$ cat config.mk
export PLATFORM = sky130hd
export DESIGN_NAME = ddr4_cmd_encoder
export DESIGN_NICKNAME = d
export VERILOG_FILES = /design/src/rtl/ddr4_cmd_encoder.sv
export SDC_FILE = /design/constraint.sdc
export NUM_CORES = 1
export LEC_CHECK = 0
export CAP_MARGIN = 20
export CORE_ASPECT_RATIO = 1.75
export CORE_UTILIZATION = 60
export CTS_BUF_LIST = sky130_fd_sc_hd__clkbuf_2
export DETAILED_ROUTE_END_ITERATION = 10
export HOLD_SLACK_MARGIN = 0.03
export PLACE_DENSITY = 0.79
export SYNTH_ARGS = -nofsm -noshare
export SYNTH_HDL_FRONTEND = slang
export SYNTH_SLANG_ARGS = --single-unit
$ cat constraint.sdc
create_clock -name clk -period 4.3 [get_ports clk]
set_input_delay 0.86 -clock clk [delete_from_list [all_inputs] [get_ports clk]]
set_output_delay 0.86 -clock clk [all_outputs]
set_load 0.01 [all_outputs]
$ cat src/rtl/ddr4_cmd_encoder.sv
// DDR4 controller-side command generator: one request at a time, open-page row
// tracking per bank, PRE/ACT/RD/WR with tRP/tRCD spacing and burst-length deselect.
module ddr4_cmd_encoder #(
  parameter int ADDRWIDTH = 17,
  parameter int COLWIDTH  = 10,
  parameter int BGWIDTH   = 2,
  parameter int BAWIDTH   = 2,
  parameter int BL        = 8,
  parameter int TRP       = 4,
  parameter int TRCD      = 4
) (
  input  logic                 clk,
  input  logic                 rst_n,
  input  logic                 req_valid,
  output logic                 req_ready,
  input  logic                 req_wr,
  input  logic [BGWIDTH-1:0]   req_bg,
  input  logic [BAWIDTH-1:0]   req_ba,
  input  logic [ADDRWIDTH-1:0] req_row,
  input  logic [COLWIDTH-1:0]  req_col,
  output logic                 cke,
  output logic                 cs_n,
  output logic                 act_n,
  output logic [BGWIDTH-1:0]   bg,
  output logic [BAWIDTH-1:0]   ba,
  output logic [ADDRWIDTH-1:0] A,
  output logic                 busy
);

  localparam int MAXT = (TRP > TRCD) ? ((TRP > BL) ? TRP : BL) : ((TRCD > BL) ? TRCD : BL);
  localparam int CW   = $clog2(MAXT + 1);
  localparam int IW   = BGWIDTH + BAWIDTH;
  localparam int NB   = 1 << IW;

  localparam logic [2:0] OP_WR  = 3'b100;
  localparam logic [2:0] OP_RD  = 3'b101;
  localparam logic [2:0] OP_PRE = 3'b010;

  typedef enum logic [2:0] {
    S_IDLE, S_PRE, S_PRE_WAIT, S_ACT, S_ACT_WAIT, S_RW, S_BURST
  } state_e;

  // Handshake: a request transfers on a rising edge where req_valid && req_ready;
  // its fields are latched on that edge and req_ready is low from the next cycle
  // until the request's burst has finished.
  state_e                 state_q, state_d;
  logic [CW-1:0]          cnt_q, cnt_d;
  logic                   ready_q, ready_d;
  logic                   cke_q;
  logic                   cs_n_q, cs_n_d;
  logic                   act_n_q, act_n_d;
  logic [BGWIDTH-1:0]     bg_q, bg_d;
  logic [BAWIDTH-1:0]     ba_q, ba_d;
  logic [ADDRWIDTH-1:0]   a_q, a_d;
  logic                   lat_wr_q;
  logic [ADDRWIDTH-1:0]   lat_row_q;
  logic [COLWIDTH-1:0]    lat_col_q;
  logic [NB-1:0]          vld_q;
  logic [ADDRWIDTH-1:0]   row_q [NB];

  logic                   accept;
  logic [IW-1:0]          req_idx;
  logic [IW-1:0]          cur_idx;
  logic                   bank_open;
  logic                   row_hit;
  logic                   wr_e;
  logic [ADDRWIDTH-1:0]   row_e;
  logic [COLWIDTH-1:0]    col_e;

  assign req_idx   = {req_bg, req_ba};
  assign cur_idx   = {bg_q, ba_q};
  assign bank_open = vld_q[req_idx];
  assign row_hit   = bank_open && (row_q[req_idx] == req_row);

  always_comb begin
    state_d = state_q;
    cnt_d   = cnt_q;
    accept  = 1'b0;
    unique case (state_q)
      S_IDLE: begin
        if (req_valid && ready_q) begin
          accept = 1'b1;
          if (row_hit)        state_d = S_RW;
          else if (bank_open) state_d = S_PRE;
          else                state_d = S_ACT;
        end
      end
      S_PRE: begin
        if (TRP > 1) begin
          state_d = S_PRE_WAIT;
          cnt_d   = CW'(TRP - 2);
        end else begin
          state_d = S_ACT;
        end
      end
      S_PRE_WAIT: begin
        if (cnt_q == '0) state_d = S_ACT;
        else             cnt_d   = cnt_q - CW'(1);
      end
      S_ACT: begin
        if (TRCD > 1) begin
          state_d = S_ACT_WAIT;
          cnt_d   = CW'(TRCD - 2);
        end else begin
          state_d = S_RW;
        end
      end
      S_ACT_WAIT: begin
        if (cnt_q == '0) state_d = S_RW;
        else             cnt_d   = cnt_q - CW'(1);
      end
      S_RW: begin
        if (BL > 1) begin
          state_d = S_BURST;
          cnt_d   = CW'(BL - 2);
        end else begin
          state_d = S_IDLE;
        end
      end
      S_BURST: begin
        if (cnt_q == '0) state_d = S_IDLE;
        else             cnt_d   = cnt_q - CW'(1);
      end
      default: state_d = S_IDLE;
    endcase
  end

  // Pins are registered from the next state, so each command state owns exactly
  // the one cycle its command sits on the bus.
  always_comb begin
    wr_e    = accept ? req_wr  : lat_wr_q;
    row_e   = accept ? req_row : lat_row_q;
    col_e   = accept ? req_col : lat_col_q;
    bg_d    = accept ? req_bg  : bg_q;
    ba_d    = accept ? req_ba  : ba_q;
    cs_n_d  = 1'b1;
    act_n_d = 1'b1;
    a_d     = '0;
    ready_d = (state_d == S_IDLE);
    case (state_d)
      S_ACT: begin
        cs_n_d  = 1'b0;
        act_n_d = 1'b0;
        a_d     = row_e;
      end
      S_PRE: begin
        cs_n_d                  = 1'b0;
        a_d[ADDRWIDTH-1 -: 3]   = OP_PRE;
      end
      S_RW: begin
        cs_n_d                  = 1'b0;
        a_d[ADDRWIDTH-1 -: 3]   = wr_e ? OP_WR : OP_RD;
        a_d[COLWIDTH-1:0]       = col_e;
      end
      default: ;
    endcase
  end

  always_ff @(posedge clk or negedge rst_n) begin
    if (!rst_n) begin
      state_q   <= S_IDLE;
      cnt_q     <= '0;
      ready_q   <= 1'b0;
      cke_q     <= 1'b0;
      cs_n_q    <= 1'b1;
      act_n_q   <= 1'b1;
      bg_q      <= '0;
      ba_q      <= '0;
      a_q       <= '0;
      lat_wr_q  <= 1'b0;
      lat_row_q <= '0;
      lat_col_q <= '0;
    end else begin
      state_q <= state_d;
      cnt_q   <= cnt_d;
      ready_q <= ready_d;
      cke_q   <= 1'b1;
      cs_n_q  <= cs_n_d;
      act_n_q <= act_n_d;
      bg_q    <= bg_d;
      ba_q    <= ba_d;
      a_q     <= a_d;
      if (accept) begin
        lat_wr_q  <= req_wr;
        lat_row_q <= req_row;
        lat_col_q <= req_col;
      end
    end
  end

  // Open-row table: ACT opens the latched row, PRE closes the bank.
  always_ff @(posedge clk or negedge rst_n) begin
    if (!rst_n) begin
      vld_q <= '0;
      for (int i = 0; i < NB; i++) row_q[i] <= '0;
    end else if (state_q == S_ACT) begin
      vld_q[cur_idx] <= 1'b1;
      row_q[cur_idx] <= lat_row_q;
    end else if (state_q == S_PRE) begin
      vld_q[cur_idx] <= 1'b0;
    end
  end

  assign req_ready = ready_q;
  assign cke       = cke_q;
  assign cs_n      = cs_n_q;
  assign act_n     = act_n_q;
  assign bg        = bg_q;
  assign ba        = ba_q;
  assign A         = a_q;
  assign busy      = (state_q != S_IDLE);

endmodule
==> flow_summary.yaml, run 1 <==
power_and_ir_drop:
  power.leakage_nw: 8.73
  ir_drop_uv: 285
  powerDensity_mw_per_mm2: 551
cts:
  clock-sinks: 348
  clkLatencyLatePin_ns: 0.99
  root_buffer: "clkbuf_2"
  cts_made_buffers: 78
  path_clk_slew_ns: 0.11
  cts_max_level: 3
  cts_tree: "done"
  cts_max_path_buffers: 3
  ctsResizeCount: 0
grt:
  grt_pass1_wl_mm: 63.4
  grt_max_degree: 115
  antenna_found_initial: 1
  grt_pass1_vias: 10700
  grt.total_usage_pct: 31.6
  overflow: 0
logic_synthesis:
  dominantRegCellSynth: "dfrtp_1"
  yosysWarnings: 0
  synth_edf_count: 0
  ys_seq_area_share_pct: 54.1
  synth_seq_cells: 348
  avgSynthCellArea_sq_um: 14.2
  syn_nets: 1171
  synth_cell_types: 63
  synth-async-reset-ratio_pct: 100
  synth_cells: 1135
  synth_area_sq_mm: 0.0161
setup_path:
  critPathLaunch: "state_q[1]"
  r2r-end: "row_q[24]"
  cp_max_fo: 21
  crit_type: "register to output port"
  ff2ff_path_depth: 4
  worstPathArrival_ns: 2.65
  r2r-start: "state_q[1]"
  reg2reg_slack_ns: 1.30
  crit_path_start_kind: "register"
  critPathRequiredTime_ns: 3.44
  crit_path_end_kind: "output port"
detailed_routing:
  drtIter0Drc: 777
  wl_per_cell_um: 25.6
  drt_drc_violations_left: 0
  firstDrtPassIters: 5
  viasPerCell: 6.36
  drtAntennaViolNets: 0
  vias: 10300
  routed_wl_mm: 41.2
floorplan:
  fp-row-count: 79
  start_util_pct: 60.8
  dieArea_sq_mm: 0.0275
  core-area_sq_mm: 0.0265
  chipWidth_um: 126
  dieHeight_um: 219
  ios: 61
sta:
  period_share_pct: 81.7
  fin_crit_ns: 3.51
  finalMaxSlewViolations: 0
  tns_ns: 0
  tightest_slew_ns: 1.00
  fin_worst_skew_ns: 0.0619
  setup_violations: 0
  slew-limit-headroom_pct: 33.2
  rsz0062_at_grt: "no"
  fmaxAchievable_ghz: 0.285
  hold_viol_final: 0
final_layout:
  fill_cells: 1951
  design_area_sq_mm: 0.0178
  num-nets-final: 1266
  layout_commonest_cell: "dfrtp_1"
  fin_util_pct: 67.2
  layout_common_cells: "dfrtp_1 (346), mux2_2 (312), clkbuf_2 (117)"
  area_delta_synth_final_pct: 10.5
  drive_above_1_share_pct: 42.4
  fin_cells: 1613
min_path:
  worst_hold_path_type: "input pin to register"
  hold_end: "ba[1]"
  min-delay-start: "req_ba[1]"
  holdPathStages: 2
placed_design:
  gp_congestion: 0.948
  io_buffers: 60
  dp_hpwl_mm: 26.2
  dp.cells: 1473
  placed_area_sq_mm: 0.0171
outcome:
  status: "completed"
job:
  cap_violations: 0
[per-stage QoR]
step / hold WS [ns] / power (W) / worst slack, ns
after CTS: 0.213 / 0.00983 / 0.741
after global placement: 0.456 / 0.00758 / 0.497
after global routing: 0.255 / 0.0103 / 0.703
after floorplan: 0.440 / 0.00670 / 1.35
after detailed placement: 0.465 / 0.00772 / 0.423
final: 0.283 / 0.00980 / 0.786
[synth_stat cells (5+ instances only)]
cell type	instances	area [sq um]
nor2_1	27	101
nor2b_1	8	50.1
xnor2_1	18	158
mux4_2	39	878
buf_4	6	45.0
mux4_1	6	158
a221oi_1	8	70.1
and3_1	5	31.3
dfrtp_1	346	8660
clkbuf_1	43	161
buf_6	9	101
nand3_1	19	95.1
xor2_1	8	70.1
nand4_1	5	31.3
o21ai_2	11	96.3
inv_1	16	60.1
nand2b_1	8	50.1
mux2_2	312	3510
buf_2	13	65.1
a22oi_1	10	75.1
o21ai_0	13	65.1
o22ai_1	10	62.6
nand2_1	58	218
mux2i_1	68	681
a21o_1	11	82.6
[layout make-up]
cell class	count	area [sq um]	area share (%)
tap	324	405	2.28
clock inverter	21	133	0.745
antenna	1	2.50	0.0141
clock buffer	117	586	3.29
timing repair buffer	88	876	4.92
multi-input combinational	697	7020	39.4
inverter	17	63.8	0.359
sequential	348	8710	49.0
[state kept, by name (all words and copies together) (netlist names), named ones only]
name,flops
state_q,3
A,17
ba,2
bg,2
lat_col_q,10
lat_wr_q,1
cs_n,1
req_ready,1
row_q,272
lat_row_q,17
cke,1
cnt_q,4
act_n,1
[how the worst max path moves through the flow]
stage	end	slack, ns	cells after the start
after floorplan	A[1]	1.35	10
after global placement	A[0]	0.50	9
after detailed placement	A[0]	0.42	9
after CTS	busy	0.74	2
after global routing	busy	0.70	2
final	busy	0.79	2
[logic make-up (layout without fill, tap and decap cells)]
family	Yosys count	count (layout)	synth area share (%)
mux	425	425	32.5
flops	348	348	54.1
simple gates	154	154	4.70
buf+inv	90	243	2.86
compound gates	89	89	4.27
xor+xnor	27	27	1.51
fa+ha+maj	1	1	0.0777
other cells	1	2	0.0233
[routing by layer]
layer	routed length [um]	up-vias	GRT usage, %	part of all wire, %
li1	-	4362	-	-
met1	15400	5395	37.5	37
met2	21200	363	53.8	51
met3	1960	142	4.68	4.7
met4	2610	0	20.8	6.3
met5	0	-	0	0
[power by group]
part	leakage (nW)	internal (W)	switching, W	total (W)
sequential	4.74	0.00421	0.000927	0.00513
combinational	3.43	0.00138	0.00116	0.00254
clock	0.554	0.000839	0.00129	0.00213
[critical path, stage by stage, from the launching register on]
cell             delay (ns)
dfrtp_1                0.69
or3_1                  0.50
clkdlybuf4s50_1        0.50
[repair_timing]
item,in CTS,in global routing
buffers inserted,0,0
endpoints found under the hold margin,77,0
hold buffers,1,0
No activity file was read; power rests on OpenSTA's default activity.
==> run 2: changes to the inputs <==
==> constraint.sdc (replaced) <==
create_clock -name clk -period 3.7 [get_ports clk]
set_input_delay 0.74 -clock clk [delete_from_list [all_inputs] [get_ports clk]]
set_output_delay 0.74 -clock clk [all_outputs]
set_load 0.01 [all_outputs]
==> run 2 against run 1 <==
Net effect: clock power is 26% higher; power increased by 19%; via count decreased by 0.91%; core utilization is 0.64 points higher; register-to-register slack worse by 0.69 ns; sequential share of layout area decreased by 0.46 points; first-iteration DRC count is 5.0% lower; critical endpoint unchanged; largest power group unchanged.
==> flow_summary.yaml, run 2 (synthesized netlist as in run 1, its figures left out) <==
detailed_routing:
  drtAntennaViolNets: 0
  routed_wl_mm: 41.2
  viasPerCell: 6.23
  wl_per_cell_um: 25.2
  vias: 10200
  firstDrtPassIters: 5
  drtIter0Drc: 738
  drt_drc_violations_left: 0
sta:
  fmaxAchievable_ghz: 0.297
  fin_crit_ns: 3.37
  period_share_pct: 91.0
  tns_ns: 0
  hold_viol_final: 0
  setup_violations: 0
  fin_worst_skew_ns: 0.0378
  slew-limit-headroom_pct: 37.7
  finalMaxSlewViolations: 0
  tightest_slew_ns: 0.935
  rsz0062_at_grt: "no"
power_and_ir_drop:
  pwr-share-comb_pct: 25.5
  powerDensity_mw_per_mm2: 647
  power_frac_seq_pct: 51.3
  p_sw_w: 0.00394
  ir_drop_uv: 344
  power.leakage_nw: 8.85
  p_clk_share_pct: 23.2
  power.internal_w: 0.00768
  switching_share_pct: 33.9
setup_path:
  ff2ff_path_depth: 8
  crit_path_end_kind: "output port"
  max_stage_delay_ns: 0.66
  reg2reg_slack_ns: 0.61
  r2r-start: "cnt_q[0]"
  critical_path_buf_inv_count: 1
  crit_chain: "or3_1 > clkdlybuf4s50_1"
  r2r-end: "A[0]"
  cp_max_fo: 21
  crit_path_start_kind: "register"
  critPathRequiredTime_ns: 2.96
  worst-path-stages: 2
  crit_type: "register to output port"
  worstPathArrival_ns: 2.63
  path_delay_family: "flip-flops"
  cpMaxStageDelayCell: "dfrtp_1"
cts:
  root_buffer: "clkbuf_2"
  path_clk_slew_ns: 0.11
  clkLatencyLatePin_ns: 0.99
  cts_max_level: 3
  cts_made_buffers: 78
  cts_setup_buffers: 0
  cts_max_path_buffers: 3
  holdBufCountCts: 1
  clock-sinks: 348
  cts_tree: "done"
  ctsResizeCount: 0
placed_design:
  io_buffers: 60
  dp_hpwl_mm: 26.5
  gp_congestion: 0.880
  placed_area_sq_mm: 0.0172
min_path:
  holdPathStages: 3
  hold_end: "ba[1]"
  worst_hold_path_type: "input pin to register"
  min-delay-start: "req_ba[1]"
grt:
  grt_pass1_vias: 11100
  grt_pass1_wl_mm: 63.4
  grt.total_usage_pct: 31.6
  antenna_found_initial: 1
  grt_max_degree: 97
  overflow: 0
outcome:
  status: "completed"
floorplan:
  core-area_sq_mm: 0.0265
  chipWidth_um: 126
  dieArea_sq_mm: 0.0275
  dieHeight_um: 219
  ios: 61
  start_util_pct: 60.8
  fp-row-count: 79
final_layout:
  num-nets-final: 1284
  regMostFlops: "row_q"
  layout_common_cells: "dfrtp_1 (346), mux2_2 (312), clkbuf_2 (118)"
  largest_reg_flops: 272
  layout_commonest_cell: "dfrtp_1"
  fill_cells: 1929
  design_area_sq_mm: 0.0180
  area_delta_synth_final_pct: 11.5
  drive_above_1_share_pct: 43.2
job:
  cap_violations: 0
run 2: cell count changes in the layout (fill, tap and decap cells not counted):
cell,change
buf_4,+18
clkbuf_2,+1
nor2_2,+7
clkinv_2,-1
nand3_2,-2
nor2_4,-7
nand3_1,+2
clkinv_1,-2
bufinv_16,+3
inv_2,-1
run 2: power groups by stage:
stage               clock, W  sequential, W  combinational, W
finish               0.00269        0.00596           0.00296
global route         0.00295        0.00610           0.00318
CTS                  0.00277        0.00593           0.00298
detailed placement         0        0.00600           0.00296
global placement           0        0.00593           0.00287
floorplan                  0        0.00546           0.00233
run 2: worst max path at each step:
stage / start / to / slack, ns
floorplan: req_ba[0] / A[1] / 0.87
global placement: req_ba[1] / A[0] / 0.03
detailed placement: req_bg[0] / A[0] / 0.0005
CTS: state_q[1] / busy / 0.28
global route: state_q[1] / busy / 0.19
finish: state_q[1] / busy / 0.33
run 2: metal layers:
metal / track usage, % / vias up / routed length, um
met5: 0 / - / 0
met4: 19.7 / 0 / 2270
met3: 6.63 / 129 / 2290
met2: 54.9 / 351 / 21600
met1: 35.6 / 5287 / 15000
li1: - / 4402 / -
run 2: layout make-up:
type                    instances  area (sq um)  share of cell area [%]
diodes                          1          2.50                  0.0139
multi-input cells             697          6970                    38.8
clock inverters                20           206                    1.15
flip-flops and latches        348          8710                    48.5
inverters                      17          63.8                   0.355
clock buffers                 118           591                    3.29
well taps                     324           405                    2.26
repair buffers                106          1010                    5.63
run 2: tightest hold or removal path, delay by kind of cell:
| family | cells | cell delay [ns] |
|---|---|---|
| buffers and inverters | 2 | 0.35 |
| muxes | 1 | 0.14 |
run 2: through the flow:
step | total power (W) | util, % | cells | hold WS, ns | setup WS [ns]
2_1_floorplan | 0.00778 | - | 1135 | 0.440 | 0.870
3_3_place_gp | 0.00880 | 64.8 | 1491 | 0.455 | 0.0335
3_5_place_dp | 0.00897 | 64.8 | 1491 | 0.457 | 0.000545
4_1_cts | 0.0117 | 67.8 | 1630 | 0.238 | 0.278
5_1_grt | 0.0122 | 67.8 | 1631 | 0.269 | 0.192
6_report | 0.0116 | 67.8 | 1631 | 0.305 | 0.332
